$ cat config.mk
export PLATFORM = sky130hd
export DESIGN_NAME = pulse_note_scheduler
export DESIGN_NICKNAME = d
export VERILOG_FILES = /design/src/rtl/pulse_note_scheduler.sv
export SDC_FILE = /design/constraint.sdc
export NUM_CORES = 1
export LEC_CHECK = 0
export CELL_PAD_IN_SITES_DETAIL_PLACEMENT = 1
export CELL_PAD_IN_SITES_GLOBAL_PLACEMENT = 1
export CORE_ASPECT_RATIO = 1.2
export CORE_MARGIN = 2
export CORE_UTILIZATION = 30
export DETAILED_ROUTE_END_ITERATION = 12
export GPL_TIMING_DRIVEN = 0
export PLACE_DENSITY = 0.59
export SYNTH_ARGS = -nofsm -noshare
export SYNTH_HDL_FRONTEND = slang
export SYNTH_SLANG_ARGS = --single-unit
$ cat constraint.sdc
create_clock -name i_clk -period 5.4 [get_ports i_clk]
set_clock_uncertainty 0.2 [all_clocks]
set_input_delay 1.08 -clock i_clk [delete_from_list [all_inputs] [get_ports i_clk]]
set_output_delay 1.08 -clock i_clk [all_outputs]
set_load 0.01 [all_outputs]
$ cat src/rtl/pulse_note_scheduler.sv
// ============================================================================
// pulse_note_scheduler
// ----------------------------------------------------------------------------
// Purpose:
//   Note sequencer for the square-wave pulse channel. Note commands
//   {phase_delta, volume, duration} arrive over a valid/ready handshake into a
//   small synchronous FIFO. Each note is played with an attack / sustain /
//   release envelope that advances only on frame-tick cycles. The scheduler
//   drives the channel's phase increment and 9-bit envelope (0..256).
//
// Ports:
//   i_clk               system clock
//   i_reset             asynchronous, active-high reset
//   i_tick              one-cycle frame strobe; all envelope/duration stepping
//   i_note_valid        note command present
//   o_note_ready        queue can accept a note (not full)
//   i_note_phase_delta  phase increment of the note
//   i_note_volume       sustain level, values above 256 saturate to 256
//   i_note_duration     sustain length in ticks (N gives N+1 sustain ticks)
//   o_phase_delta       phase increment to the phase generator
//   o_envelope          amplitude to the pulse compare
//   o_busy              note in progress or queue non-empty
//   o_note_done         one-cycle pulse when a note finishes
//
// Configuration:
//   PULSE_SCHED_LEGATO_EN  when defined, a note whose sustain ends while
//                          another note is queued skips its release; the next
//                          note ramps from the current envelope level.
// ============================================================================
module pulse_note_scheduler #(
    parameter int unsigned FIFO_DEPTH   = 4,       // power of two, 2..16
    parameter logic [8:0]  ATTACK_STEP  = 9'd32,
    parameter logic [8:0]  RELEASE_STEP = 9'd16
) (
    input  logic        i_clk,
    input  logic        i_reset,
    input  logic        i_tick,
    input  logic        i_note_valid,
    output logic        o_note_ready,
    input  logic [31:0] i_note_phase_delta,
    input  logic [8:0]  i_note_volume,
    input  logic [7:0]  i_note_duration,
    output logic [31:0] o_phase_delta,
    output logic [8:0]  o_envelope,
    output logic        o_busy,
    output logic        o_note_done
);

    localparam int unsigned PTR_W   = $clog2(FIFO_DEPTH);
    localparam int unsigned CNT_W   = PTR_W + 1;
    localparam logic [8:0]  VOL_MAX = 9'd256;

    typedef struct packed {
        logic [31:0] delta;
        logic [8:0]  volume;
        logic [7:0]  duration;
    } note_t;

    typedef enum logic [2:0] {
        S_IDLE,
        S_LOAD,
        S_ATTACK,
        S_SUSTAIN,
        S_RELEASE
    } state_t;

    // ---------------------------------------------------------------- queue
    note_t            mem_q [FIFO_DEPTH];
    logic [PTR_W-1:0] wr_ptr_q, rd_ptr_q;
    logic [CNT_W-1:0] count_q, count_d;
    logic             fifo_empty, fifo_full;
    logic             push, pop;
    note_t            head;

    // ------------------------------------------------------ note / envelope
    state_t      state_q, state_d;
    logic [31:0] delta_q, delta_d;
    logic [8:0]  vol_q, vol_d;
    logic [7:0]  dur_q, dur_d;
    logic [7:0]  cnt_q, cnt_d;
    logic [8:0]  env_q, env_d;
    logic        done_q, done_d;

    logic [9:0]  attack_sum;
    logic [8:0]  attack_env;
    logic [8:0]  release_env;

    assign fifo_empty   = (count_q == '0);
    assign fifo_full    = (count_q == CNT_W'(FIFO_DEPTH));
    assign o_note_ready = !fifo_full;
    assign push         = i_note_valid && !fifo_full;
    assign head         = mem_q[rd_ptr_q];

    // NOTE: the storage array has no reset; an entry is only read after
    // count_q shows it was written, so a reset would add nothing but cost.
    always_ff @(posedge i_clk) begin
        if (push) begin
            mem_q[wr_ptr_q] <= '{delta:    i_note_phase_delta,
                                 volume:   i_note_volume,
                                 duration: i_note_duration};
        end
    end

    always_comb begin
        count_d = count_q;
        if (push && !pop) begin
            count_d = count_q + CNT_W'(1);
        end else if (pop && !push) begin
            count_d = count_q - CNT_W'(1);
        end
    end

    // Envelope arithmetic is done one bit wider so the attack ramp can never
    // wrap past 511 before being clamped to the note volume.
    assign attack_sum  = {1'b0, env_q} + {1'b0, ATTACK_STEP};
    assign attack_env  = (attack_sum >= {1'b0, vol_q}) ? vol_q : attack_sum[8:0];
    assign release_env = (env_q > RELEASE_STEP) ? (env_q - RELEASE_STEP) : '0;

    always_comb begin
        // NOTE: every signal assigned in this block gets a default first, so
        // no branch can leave one unassigned and infer a latch.
        state_d = state_q;
        delta_d = delta_q;
        vol_d   = vol_q;
        dur_d   = dur_q;
        cnt_d   = cnt_q;
        env_d   = env_q;
        done_d  = 1'b0;
        pop     = 1'b0;

        case (state_q)
            S_IDLE: begin
                env_d = '0;
                if (!fifo_empty) begin
                    pop     = 1'b1;
                    state_d = S_LOAD;
                end
            end

            // One clock of latency; ticks are ignored here. A zero volume is a
            // rest note and goes straight to sustain at the current level.
            S_LOAD: begin
                if (vol_q == '0) begin
                    cnt_d   = dur_q;
                    state_d = S_SUSTAIN;
                end else begin
                    state_d = S_ATTACK;
                end
            end

            S_ATTACK: begin
                if (i_tick) begin
                    env_d = attack_env;
                    if (attack_env == vol_q) begin
                        cnt_d   = dur_q;
                        state_d = S_SUSTAIN;
                    end
                end
            end

            // The tick that finds the counter at zero ends sustain, so a
            // duration of N holds the level for N+1 ticks.
            S_SUSTAIN: begin
                if (i_tick) begin
                    if (cnt_q == '0) begin
`ifdef PULSE_SCHED_LEGATO_EN
                        if (!fifo_empty) begin
                            done_d  = 1'b1;
                            pop     = 1'b1;
                            state_d = S_LOAD;
                        end else begin
                            state_d = S_RELEASE;
                        end
`else
                        state_d = S_RELEASE;
`endif
                    end else begin
                        cnt_d = cnt_q - 8'd1;
                    end
                end
            end

            S_RELEASE: begin
                if (i_tick) begin
                    env_d = release_env;
                    if (release_env == '0) begin
                        done_d = 1'b1;
                        if (!fifo_empty) begin
                            pop     = 1'b1;
                            state_d = S_LOAD;
                        end else begin
                            state_d = S_IDLE;
                        end
                    end
                end
            end

            default: state_d = S_IDLE;
        endcase

        // The head entry is captured on the pop edge, so the note registers
        // already hold the new note throughout LOAD.
        if (pop) begin
            delta_d = head.delta;
            vol_d   = (head.volume > VOL_MAX) ? VOL_MAX : head.volume;
            dur_d   = head.duration;
        end
    end

    // NOTE: sequential state uses non-blocking assignments so every register
    // samples the pre-edge values regardless of statement order.
    always_ff @(posedge i_clk or posedge i_reset) begin
        if (i_reset) begin
            wr_ptr_q <= '0;
            rd_ptr_q <= '0;
            count_q  <= '0;
            state_q  <= S_IDLE;
            delta_q  <= '0;
            vol_q    <= '0;
            dur_q    <= '0;
            cnt_q    <= '0;
            env_q    <= '0;
            done_q   <= 1'b0;
        end else begin
            if (push) wr_ptr_q <= wr_ptr_q + PTR_W'(1);
            if (pop)  rd_ptr_q <= rd_ptr_q + PTR_W'(1);
            count_q <= count_d;
            state_q <= state_d;
            delta_q <= delta_d;
            vol_q   <= vol_d;
            dur_q   <= dur_d;
            cnt_q   <= cnt_d;
            env_q   <= env_d;
            done_q  <= done_d;
        end
    end

    assign o_phase_delta = (state_q == S_ATTACK || state_q == S_SUSTAIN ||
                            state_q == S_RELEASE) ? delta_q : '0;
    assign o_envelope    = env_q;
    assign o_busy        = (state_q != S_IDLE) || !fifo_empty;
    assign o_note_done   = done_q;

endmodule

==> results of run 1 <==
## layer usage
layer	wire length (um)	vias to the layer above
met2	13000	102
met1	10400	3101
met4	424	2
met3	1120	34
li1	-	2825
met5	7	-
## area by class of cell
cell class | count | area (sq um)
tap | 480 | 601
sequential | 273 | 7810
buffer | 30 | 171
clock buffer | 39 | 856
timing repair buffer | 97 | 988
antenna | 1 | 2.50
fill | 3790 | 23600
inverter | 22 | 85.1
clock inverter | 17 | 175
multi-input combinational | 335 | 3370
## critical path, stage by stage, from the launching register on
cell	delay, ps
dfrtp_1	320
buf_4	160
and2b_1	270
a21oi_1	840
clkbuf_1	500
nor2b_1	140
clkdlybuf4s50_1	520
## through the flow
stage,power (uW),setup WS (ps)
3_3_place_gp,6430,299
6_report,8430,809
4_1_cts,8620,632
3_5_place_dp,6490,1240
5_1_grt,8980,526
2_1_floorplan,5360,2150
## report_power, final
| group | leakage (uW) | total (uW) | switching [uW] | internal (uW) |
|---|---|---|---|---|
| registers | 0.00273 | 3140 | 271 | 2870 |
| logic | 0.00165 | 3200 | 1640 | 1560 |
| clock network | 0.000499 | 2080 | 825 | 1260 |
## worst max-delay path by stage
stage	endpoint	slack (ps)	cells after the start
6_report	o_phase_delta[22]	810	6
5_1_grt	o_phase_delta[26]	530	6
4_1_cts	o_phase_delta[22]	630	6
3_5_place_dp	o_phase_delta[22]	1240	6
3_3_place_gp	delta_q[14]	300	2
2_1_floorplan	cnt_q[0]	2150	1
## state kept, by name, indices dropped and copies added, names as in the netlist, 2 cells and up
name,cells
cnt_q,8
count_q,3
delta_q,32
dur_q,8
mem_q,196
o_envelope,9
rd_ptr_q,2
state_q,3
vol_q,9
wr_ptr_q,2
## logic make-up after synthesis
family / count (synthesis)
flops: 273
xor+xnor: 19
fa+ha+maj: 23
compound gates: 72
mux: 96
buf+inv: 52
simple gates: 125
## cells in the final DEF, fill, tap and decap left out, drive strengths merged, types with 7 or more instances in the layout
master and n:
edfxtp 196, clkdlybuf4s50 96, dfrtp 77, clkbuf 57, mux4 49, mux2 43, nor2b 34, inv 22
ha 21, nor2 20, o21ai 20, nand2 16, a21oi 13, buf 13, xnor2 12, clkinv 10
nand3b 8, nand3 8, xor2 7, nor4 7
==> impl_metrics.csv, run 1 <==
group,metric,value,unit
global_route,antenna_found_initial,2,
synthesis,synth-xor-area-share,0.0146,
layout,final_nets,864,
layout,fin_cells,1294,
routing,drt-pass1-iter-count,4,
timing,hold_viol_final,0,
synthesis,synth_simple_gate_area_share,0.0652,
timing,post-route-period-util,0.850,
synthesis,synth_top_family_by_area,"multiplexers",
worst_setup_path,worst_ep_required_time,4120,ps
run,max_cap_viol_count,0,
placement,place.port_buffers,96,
timing,finalSetupViolCount,0,
global_route,grt_use_met2,0.229,
clock_network,clkSinkCount,273,
clock_network,clock_latency,550,ps
clock_network,clkTransAtPathRegs,60,ps
clock_network,clockBufferDepth,3,
timing,hold_slack,278,ps
synthesis,syn_area_per_cell,17.3,sq um
routing,ant_nets,0,
global_route,grt_pass1_vias,6741,
synthesis,ys_types,65,
routing,wl_per_cell,19.3,um
placement,hpwlAfterDp,15800,um
clock_network,cts-root-buf,"clkbuf_16",
routing,drt_wl_total,24900,um
worst_setup_path,reg2reg_slack,1810,ps
routing,avgViaCountPerCell,4.69,
timing,rsz0062_at_grt,"no",
global_route,gr-total-overflow,0,
synthesis,ys_top_cells_by_area,"edfxtp_1, dfrtp_1, mux4_2",
layout,utilization,0.373,
placement,placedCellCount,1237,
worst_setup_path,crit_path_max_fanout,10,
layout,area_growth,23.2,%
synthesis,syn_area,11400,sq um
synthesis,synth_edf_count,196,
global_route,busiest_layer,"met2",
pwr,vdd_drop_max,0.000394,V
synthesis,yosys.area.top_type_share,0.516,
synthesis,muxShareOfSynthArea,0.143,
die,die-width,182,um
synthesis,synth.most_common_cell,"edfxtp_1",
timing,timing.setup.tns,0,ps
clock_network,cts_resized,0,
synthesis,yosysSeqAreaShare,0.684,
synthesis,synth_fa_ha_area_frac,0.0256,
worst_setup_path,crit_path_start_kind,"register",
global_route,grt_max_degree,50,
timing,clock.fmax,218,MHz
timing,tightest_slew,1070,ps
timing,finalCriticalPeriod,4590,ps
placement,dpl-instance-area,13000,sq um
die,initial_core_util,0.303,
synthesis,async_reset_ff_frac,0.282,
routing,num_vias,6064,
synthesis,synth_fp_nets,735,
global_route,grt_use_total,0.128,
timing,relSlewSlack,0.285,
hold_path,min_from,"delta_q[23]",
timing,slew_viol_final,0,
pwr,p_leak,0.00488,uW
die,dieArea,39600,sq um
synthesis,synth_compound_area_frac,0.0455,
worst_setup_path,reg2reg_depth,12,
worst_setup_path,crit_arrival,3310,ps
die,rows,78,
layout,stdcell_area,14100,sq um
synthesis,ys_seq_elements,273,
global_route,grt_pass1_wl,39200,um
layout,drive_above_1_share,0.199,
worst_setup_path,cp-end-kind,"primary output",
synthesis,synth_area_leader_cell,"edfxtp_1",
outcome,status,"finished clean",
worst_setup_path,path_class,"reg2out",
die,boundaryPins,97,
clock_network,cts_setup_buffers,0,
hold_path,hp-class,"reg2reg",
global_route,grt_use_met1,0.157,
synthesis,synthCells,660,
global_route,met3_usage,0.0267,
clock_network,cts_tree,"built",
synthesis,ys.flop_type,"edfxtp_1",
routing,drtIter0Drc,321,
synthesis,yosysWarnings,0,
worst_setup_path,reg2reg_to,"count_q[1]",
worst_setup_path,r2r_start,"o_envelope[5]",
die,die_y,218,um
clock_network,ctsHoldBuffers,0,
synthesis,synth_common_cells,"edfxtp_1, dfrtp_1, mux4_2, nor2b_1, mux2_2",
pwr,p_per_area,599,nW/um^2
hold_path,worstHoldEndpoint,"delta_q[23]",
clock_network,cts_buffers,30,
placement,gp_congestion,0.726,
routing,drc,0,
hold_path,holdPathStages,1,
clock_network,h-tree-depth,1,
worst_setup_path,cp-startpoint,"state_q[2]",
die,coreArea,37700,sq um
No activity file was read; power rests on OpenSTA's default activity.
==> run 2, diff against run 1 <==
--- a/config.mk
+++ b/config.mk
@@ -5,14 +5,16 @@
 export SDC_FILE = /design/constraint.sdc
 export NUM_CORES = 1
 export LEC_CHECK = 0
+export ABC_CLOCK_PERIOD_IN_PS = 5400
 export CELL_PAD_IN_SITES_DETAIL_PLACEMENT = 1
 export CELL_PAD_IN_SITES_GLOBAL_PLACEMENT = 1
 export CORE_ASPECT_RATIO = 1.2
 export CORE_MARGIN = 2
-export CORE_UTILIZATION = 30
+export CORE_UTILIZATION = 50
 export DETAILED_ROUTE_END_ITERATION = 12
 export GPL_TIMING_DRIVEN = 0
-export PLACE_DENSITY = 0.59
+export PLACE_DENSITY = 0.86
+export SETUP_SLACK_MARGIN = 0.15
 export SYNTH_ARGS = -nofsm -noshare
 export SYNTH_HDL_FRONTEND = slang
 export SYNTH_SLANG_ARGS = --single-unit
==> run 2 against run 1 <==
Effect of this change: utilization grew 24 points; sequential share of layout area grew 1.6 points; first-iteration DRC count grew 14%; cell count shrank 16%; flip-flop and latch count is the same; global-route usage grew 12 points; clock power shrank 14%; hold slack gained 8.5 ps; critical path depth is the same; critical path type unchanged; critical endpoint is now o_phase_delta[14].
==> impl_metrics.csv, run 2 (synthesis results as in run 1) <==
group,metric,value,unit
run,max_cap_viol_count,0,
global_route,grt_pass1_vias,7610,
layout,fin_cells,1086,
routing,drtIter0Drc,365,
outcome,status,"finished clean",
worst_setup_path,worst_ep_required_time,4120,ps
clock_network,cts_tree,"built",
pwr,p_per_area,611,nW/um^2
worst_setup_path,cp-end-kind,"primary output",
timing,clock.fmax,226,MHz
routing,wl_per_cell,25.9,um
worst_setup_path,crit_arrival,3140,ps
layout,final_nets,864,
layout,stdcell_area,13700,sq um
layout,regMostFlops,"mem_q",
clock_network,cts_buffers,26,
worst_setup_path,slowest_delay,620,ps
placement,place.port_buffers,96,
global_route,grt_use_total,0.244,
worst_setup_path,crit_path_start_kind,"register",
routing,num_vias,6461,
routing,drc,0,
timing,hold_viol_final,0,
die,coreArea,22400,sq um
clock_network,cts-root-buf,"clkbuf_16",
placement,dpl-instance-area,12800,sq um
layout,final_common_cell,"edfxtp_1",
worst_setup_path,critPathSlowestCell,"a21oi_1",
placement,gp_congestion,0.773,
timing,finalCriticalPeriod,4420,ps
layout,area_growth,19.8,%
global_route,grt_max_degree,43,
layout,final_cell_mix,"edfxtp_1, clkdlybuf4s50_1, dfrtp_1, mux4_2, nor2b_1",
routing,ant_nets,0,
clock_network,clock_latency,530,ps
layout,drive_above_1_share,0.191,
timing,finalSetupViolCount,0,
die,die-width,142,um
die,dieArea,24100,sq um
clock_network,cts_resized,0,
timing,post-route-period-util,0.818,
timing,timing.setup.tns,0,ps
global_route,gr-total-overflow,0,
timing,slew_viol_final,0,
routing,avgViaCountPerCell,5.95,
layout,largest_reg_flops,196,
clock_network,cts_setup_buffers,0,
layout,n_antenna_cell,0,
routing,drt_wl_total,28100,um
placement,placedCellCount,1040,
timing,rsz0062_at_grt,"no",
die,die_y,170,um
clock_network,clkSinkCount,273,
clock_network,ctsHoldBuffers,0,
routing,drt-pass1-iter-count,5,
layout,top_regs,"mem_q x196, delta_q x32",
worst_setup_path,crit_path_max_fanout,10,
pwr,vdd_drop_max,0.000371,V
worst_setup_path,path_class,"reg2out",
hold_path,hp-class,"reg2reg",
die,boundaryPins,97,
clock_network,clkTransAtPathRegs,70,ps
timing,relSlewSlack,0.343,
clock_network,clockBufferDepth,3,
pwr,p_leak,0.00483,uW
layout,utilization,0.609,
worst_setup_path,worstPathCellList,"buf_4 -> and2b_1 -> a21oi_1 -> clkbuf_1 -> nor2b_1 -> clkdlybuf4s50_1",
die,rows,60,
global_route,antenna_found_initial,0,
global_route,grt_pass1_wl,44200,um
placement,hpwlAfterDp,18100,um
die,initial_core_util,0.509,
timing,tightest_slew,985,ps
clock_network,h-tree-depth,1,
[run 2: cell types whose count changed in the layout (fill, tap and decap cells not counted), sizes merged]
cell,change
clkinv,-2
buf,+4
clkinvlp,-2
diode,-1
bufinv,-2
clkbuf,-4
[run 2: cell type report]
type                       instances  area (sq um)
inverter                          22          85.1
buffer                            30           171
clock buffer                      35           746
timing repair buffer             101          1070
sequential                       273          7810
clock inverter                    11          85.1
multi-input combinational        335          3360
fill                            1943          8770
tap                              279           349
[run 2: final timing paths]
kind	endpoint	cells after the start	slack [ps]	from
max in group asynchronous	delta_q[15]	3	3630	i_reset
min	delta_q[5]	1	290	delta_q[5]
min in group asynchronous	o_envelope[8]	2	760	i_reset
max reg2reg	count_q[1]	12	1630	o_envelope[5]
min reg2reg	delta_q[5]	1	290	delta_q[5]
max	o_phase_delta[14]	6	980	state_q[2]
[run 2: worst max-delay path: cells and delay by family, from the launching register on]
family	cells	cell delay (ps)
compound gates	1	620
buf+inv	3	1220
flops	1	330
simple gates	2	430
[run 2: per-layer routing]
| layer | vias to the layer above | part of all wire | track usage |
|---|---|---|---|
| met5 | - | 0 | 0 |
| met4 | 0 | 0.019 | 0.0687 |
| met3 | 46 | 0.054 | 0.0519 |
| met2 | 176 | 0.55 | 0.450 |
| met1 | 3419 | 0.37 | 0.287 |
| li1 | 2820 | - | - |
[run 2: power breakdown]
group,switching (uW),total (uW),internal (uW)
clock network,777,1790,1010
registers,316,3180,2870
logic,1790,3390,1600
[run 2: through the flow]
step           hold slack [ps]  power, uW  worst slack [ps]
2_1_floorplan              250       5360              2150
3_3_place_gp               261       6280               494
3_5_place_dp               272       6570              1520
4_1_cts                    286       8430               969
5_1_grt                    308       8790               817
6_report                   287       8360               984
==> run 3, diff against run 2 <==
--- a/config.mk
+++ b/config.mk
@@ -5,15 +5,15 @@
 export SDC_FILE = /design/constraint.sdc
 export NUM_CORES = 1
 export LEC_CHECK = 0
-export ABC_CLOCK_PERIOD_IN_PS = 5400
+export ABC_CLOCK_PERIOD_IN_PS = 3780
 export CELL_PAD_IN_SITES_DETAIL_PLACEMENT = 1
 export CELL_PAD_IN_SITES_GLOBAL_PLACEMENT = 1
 export CORE_ASPECT_RATIO = 1.2
 export CORE_MARGIN = 2
-export CORE_UTILIZATION = 50
+export CORE_UTILIZATION = 45
 export DETAILED_ROUTE_END_ITERATION = 12
 export GPL_TIMING_DRIVEN = 0
-export PLACE_DENSITY = 0.86
+export PLACE_DENSITY = 0.82
 export SETUP_SLACK_MARGIN = 0.15
 export SYNTH_ARGS = -nofsm -noshare
 export SYNTH_HDL_FRONTEND = slang
==> constraint.sdc (replaced) <==
create_clock -name i_clk -period 3.78 [get_ports i_clk]
set_clock_uncertainty 0.2 [all_clocks]
set_input_delay 0.756 -clock i_clk [delete_from_list [all_inputs] [get_ports i_clk]]
set_output_delay 0.756 -clock i_clk [all_outputs]
set_load 0.01 [all_outputs]
==> run 3 against run 2 <==
Effect of this change: hold slack improved by 4.3 ps; sequential power increased by 43%; worst setup slack got worse by 800 ps; final area increased by 1.2%; first-iteration DRC count decreased by 2.2%; register-to-register slack got worse by 1200 ps; critical path type unchanged; die area increased by 11%; largest power group unchanged; largest cell class unchanged.
==> impl_metrics.csv, run 3 (synthesis results as in run 1) <==
group,metric,value,unit
outcome,status,"finished clean",
routing,wl_per_cell,24.1,um
worst_setup_path,cp-end-kind,"primary output",
worst_setup_path,reg2reg_to,"count_q[2]",
pwr,p_sw,4080,uW
worst_setup_path,worstPathCellList,"buf_4 -> and2b_2 -> a21oi_4 -> buf_12 -> clkbuf_2 -> nor2b_1 -> clkdlybuf4s50_1",
clock_network,cts_buffers,27,
die,rows,63,
clock_network,cts-root-buf,"clkbuf_16",
worst_setup_path,r2r_start,"o_envelope[5]",
die,die_y,178,um
worst_setup_path,path_class,"reg2out",
routing,ant_nets,0,
hold_path,holdPathStages,1,
pwr,seq_power_share,0.376,
pwr,cellInternalPower,8020,uW
placement,gp_congestion,0.790,
routing,dr_wl_met2,15000,um
worst_setup_path,crit_path_max_fanout,10,
hold_path,worstHoldEndpoint,"delta_q[13]",
global_route,antenna_found_initial,0,
placement,placedCellCount,1086,
pwr,p_leak,0.00489,uW
layout,drive_above_1_share,0.196,
pwr,combPwrFrac,0.402,
worst_setup_path,slowest_delay,590,ps
timing,tightest_slew,1010,ps
routing,top_layer,"met4",
worst_setup_path,worst_ep_required_time,2820,ps
layout,final_nets,867,
timing,finalCriticalPeriod,3590,ps
worst_setup_path,reg2reg_slack,480,ps
timing,rsz0062_at_grt,"yes",
timing,fin_ws,188,ps
clock_network,clock_latency,530,ps
layout,fin_cells,1137,
timing,slew_viol_final,0,
die,die-width,149,um
timing,post-route-period-util,0.950,
clock_network,clkTransAtPathRegs,60,ps
timing,hold_slack,291,ps
global_route,grt_use_total,0.212,
timing,clock.fmax,278,MHz
die,dieArea,26700,sq um
pwr,p_per_area,874,nW/um^2
global_route,gr-total-overflow,0,
clock_network,cts_tree,"built",
die,coreArea,24800,sq um
routing,drtIter0Drc,357,
layout,final_common_cell,"edfxtp_1",
layout,area_growth,21.1,%
die,initial_core_util,0.460,
placement,dpl-instance-area,12900,sq um
global_route,grt_pass1_vias,7516,
layout,n_fill_cell,2237,
layout,regMostFlops,"mem_q",
run,max_cap_viol_count,0,
die,boundaryPins,97,
pwr,vdd_drop_max,0.000586,V
routing,num_vias,6371,
routing,wl_met3,1300,um
global_route,grt_max_degree,60,
placement,hpwlAfterDp,17500,um
layout,final_cell_mix,"edfxtp_1, clkdlybuf4s50_1, dfrtp_1, mux4_2, nor2b_1",
layout,top_regs,"mem_q x196, delta_q x32",
worst_setup_path,reg2reg_depth,14,
routing,drt_wl_total,27400,um
layout,stdcell_area,13800,sq um
routing,avgViaCountPerCell,5.60,
clock_network,clockBufferDepth,3,
timing,hold_viol_final,0,
routing,drt-pass1-iter-count,4,
layout,largest_reg_flops,196,
routing,wl_met1,10500,um
placement,dp_slack,84.8,ps
placement,place.port_buffers,96,
pwr,switching_share,0.337,
clock_network,clkSinkCount,273,
timing,finalSetupViolCount,0,
clock_network,h-tree-depth,1,
worst_setup_path,crit_path_start_kind,"register",
worst_setup_path,crit_arrival,2640,ps
pwr,clkPwrFrac,0.222,
worst_setup_path,critPathSlowestCell,"clkdlybuf4s50_1",
global_route,grt_pass1_wl,43000,um
timing,relSlewSlack,0.329,
hold_path,hp-class,"reg2reg",
hold_path,min_from,"delta_q[13]",
worst_setup_path,path_buf_inv,4,
routing,drc,0,
worst_setup_path,path_delay_family,"buffers and inverters",
-- run 3: repair_timing --
item                       in CTS  in global routing
buffers inserted                0                  2
hold buffers                    0                  0
gates resized for setup         6                  6
pin swaps                       1                  1
setup endpoints to repair      33                 25
-- run 3: routing by layer --
| metal | global-route usage | vias to the layer above |
|---|---|---|
| li1 | - | 2816 |
| met1 | 0.252 | 3345 |
| met2 | 0.389 | 161 |
| met3 | 0.0373 | 49 |
| met4 | 0.0702 | 0 |
| met5 | 0 | - |
-- run 3: worst max-delay path by stage --
| stage | slack (ps) | cells after the start | startpoint | to |
|---|---|---|---|---|
| 2_1_floorplan | 610 | 12 | o_envelope[5] | count_q[1] |
| 3_3_place_gp | -800 | 2 | i_reset | wr_ptr_q[1] |
| 3_5_place_dp | 80 | 6 | state_q[2] | o_phase_delta[27] |
| 4_1_cts | 140 | 6 | state_q[2] | o_phase_delta[30] |
| 5_1_grt | 100 | 7 | state_q[2] | o_phase_delta[11] |
| 6_report | 190 | 7 | state_q[2] | o_phase_delta[16] |
-- run 3: final cells by class --
type	count	area [sq um]	share of cell area
buffer	30	178	0.0128
timing repair buffer	103	1100	0.0796
clock inverter	12	165	0.0119
antenna	2	5.00	0.000362
inverter	22	85.1	0.00615
sequential	273	7810	0.565
multi-input combinational	335	3370	0.244
clock buffer	35	706	0.0510
tap	325	407	0.0294
-- run 3: power groups by stage --
stage | Combinational, uW | Clock (uW) | Sequential [uW]
2_1_floorplan | 3220 | 0 | 4440
3_3_place_gp | 4460 | 0 | 4520
3_5_place_dp | 4760 | 0 | 4570
4_1_cts | 4890 | 2730 | 4550
5_1_grt | 5270 | 2830 | 4630
6_report | 4860 | 2690 | 4550
-- run 3: through the flow --
| step | TNS (ps) | utilization | power (uW) |
|---|---|---|---|
| 3_5_place_dp | 0 | 0.520 | 9330 |
| 2_1_floorplan | 0 | - | 7660 |
| 6_report | 0 | 0.557 | 12100 |
| 4_1_cts | 0 | 0.555 | 12200 |
| 5_1_grt | 0 | 0.557 | 12700 |
| 3_3_place_gp | -113340 | 0.515 | 8990 |
-- run 3: worst reg2reg max path, stage by stage (launching register included) --
cell and delay [ps]:
dfrtp_2 470, inv_1 200, ha_1 260, xor2_1 250, nor4b_4 90, a22oi_2 250
o22ai_4 110, clkbuf_2 190, inv_1 90, ha_1 190, inv_1 70, fa_1 390
xor2_1 180, nor2_1 120, xor2_1 160
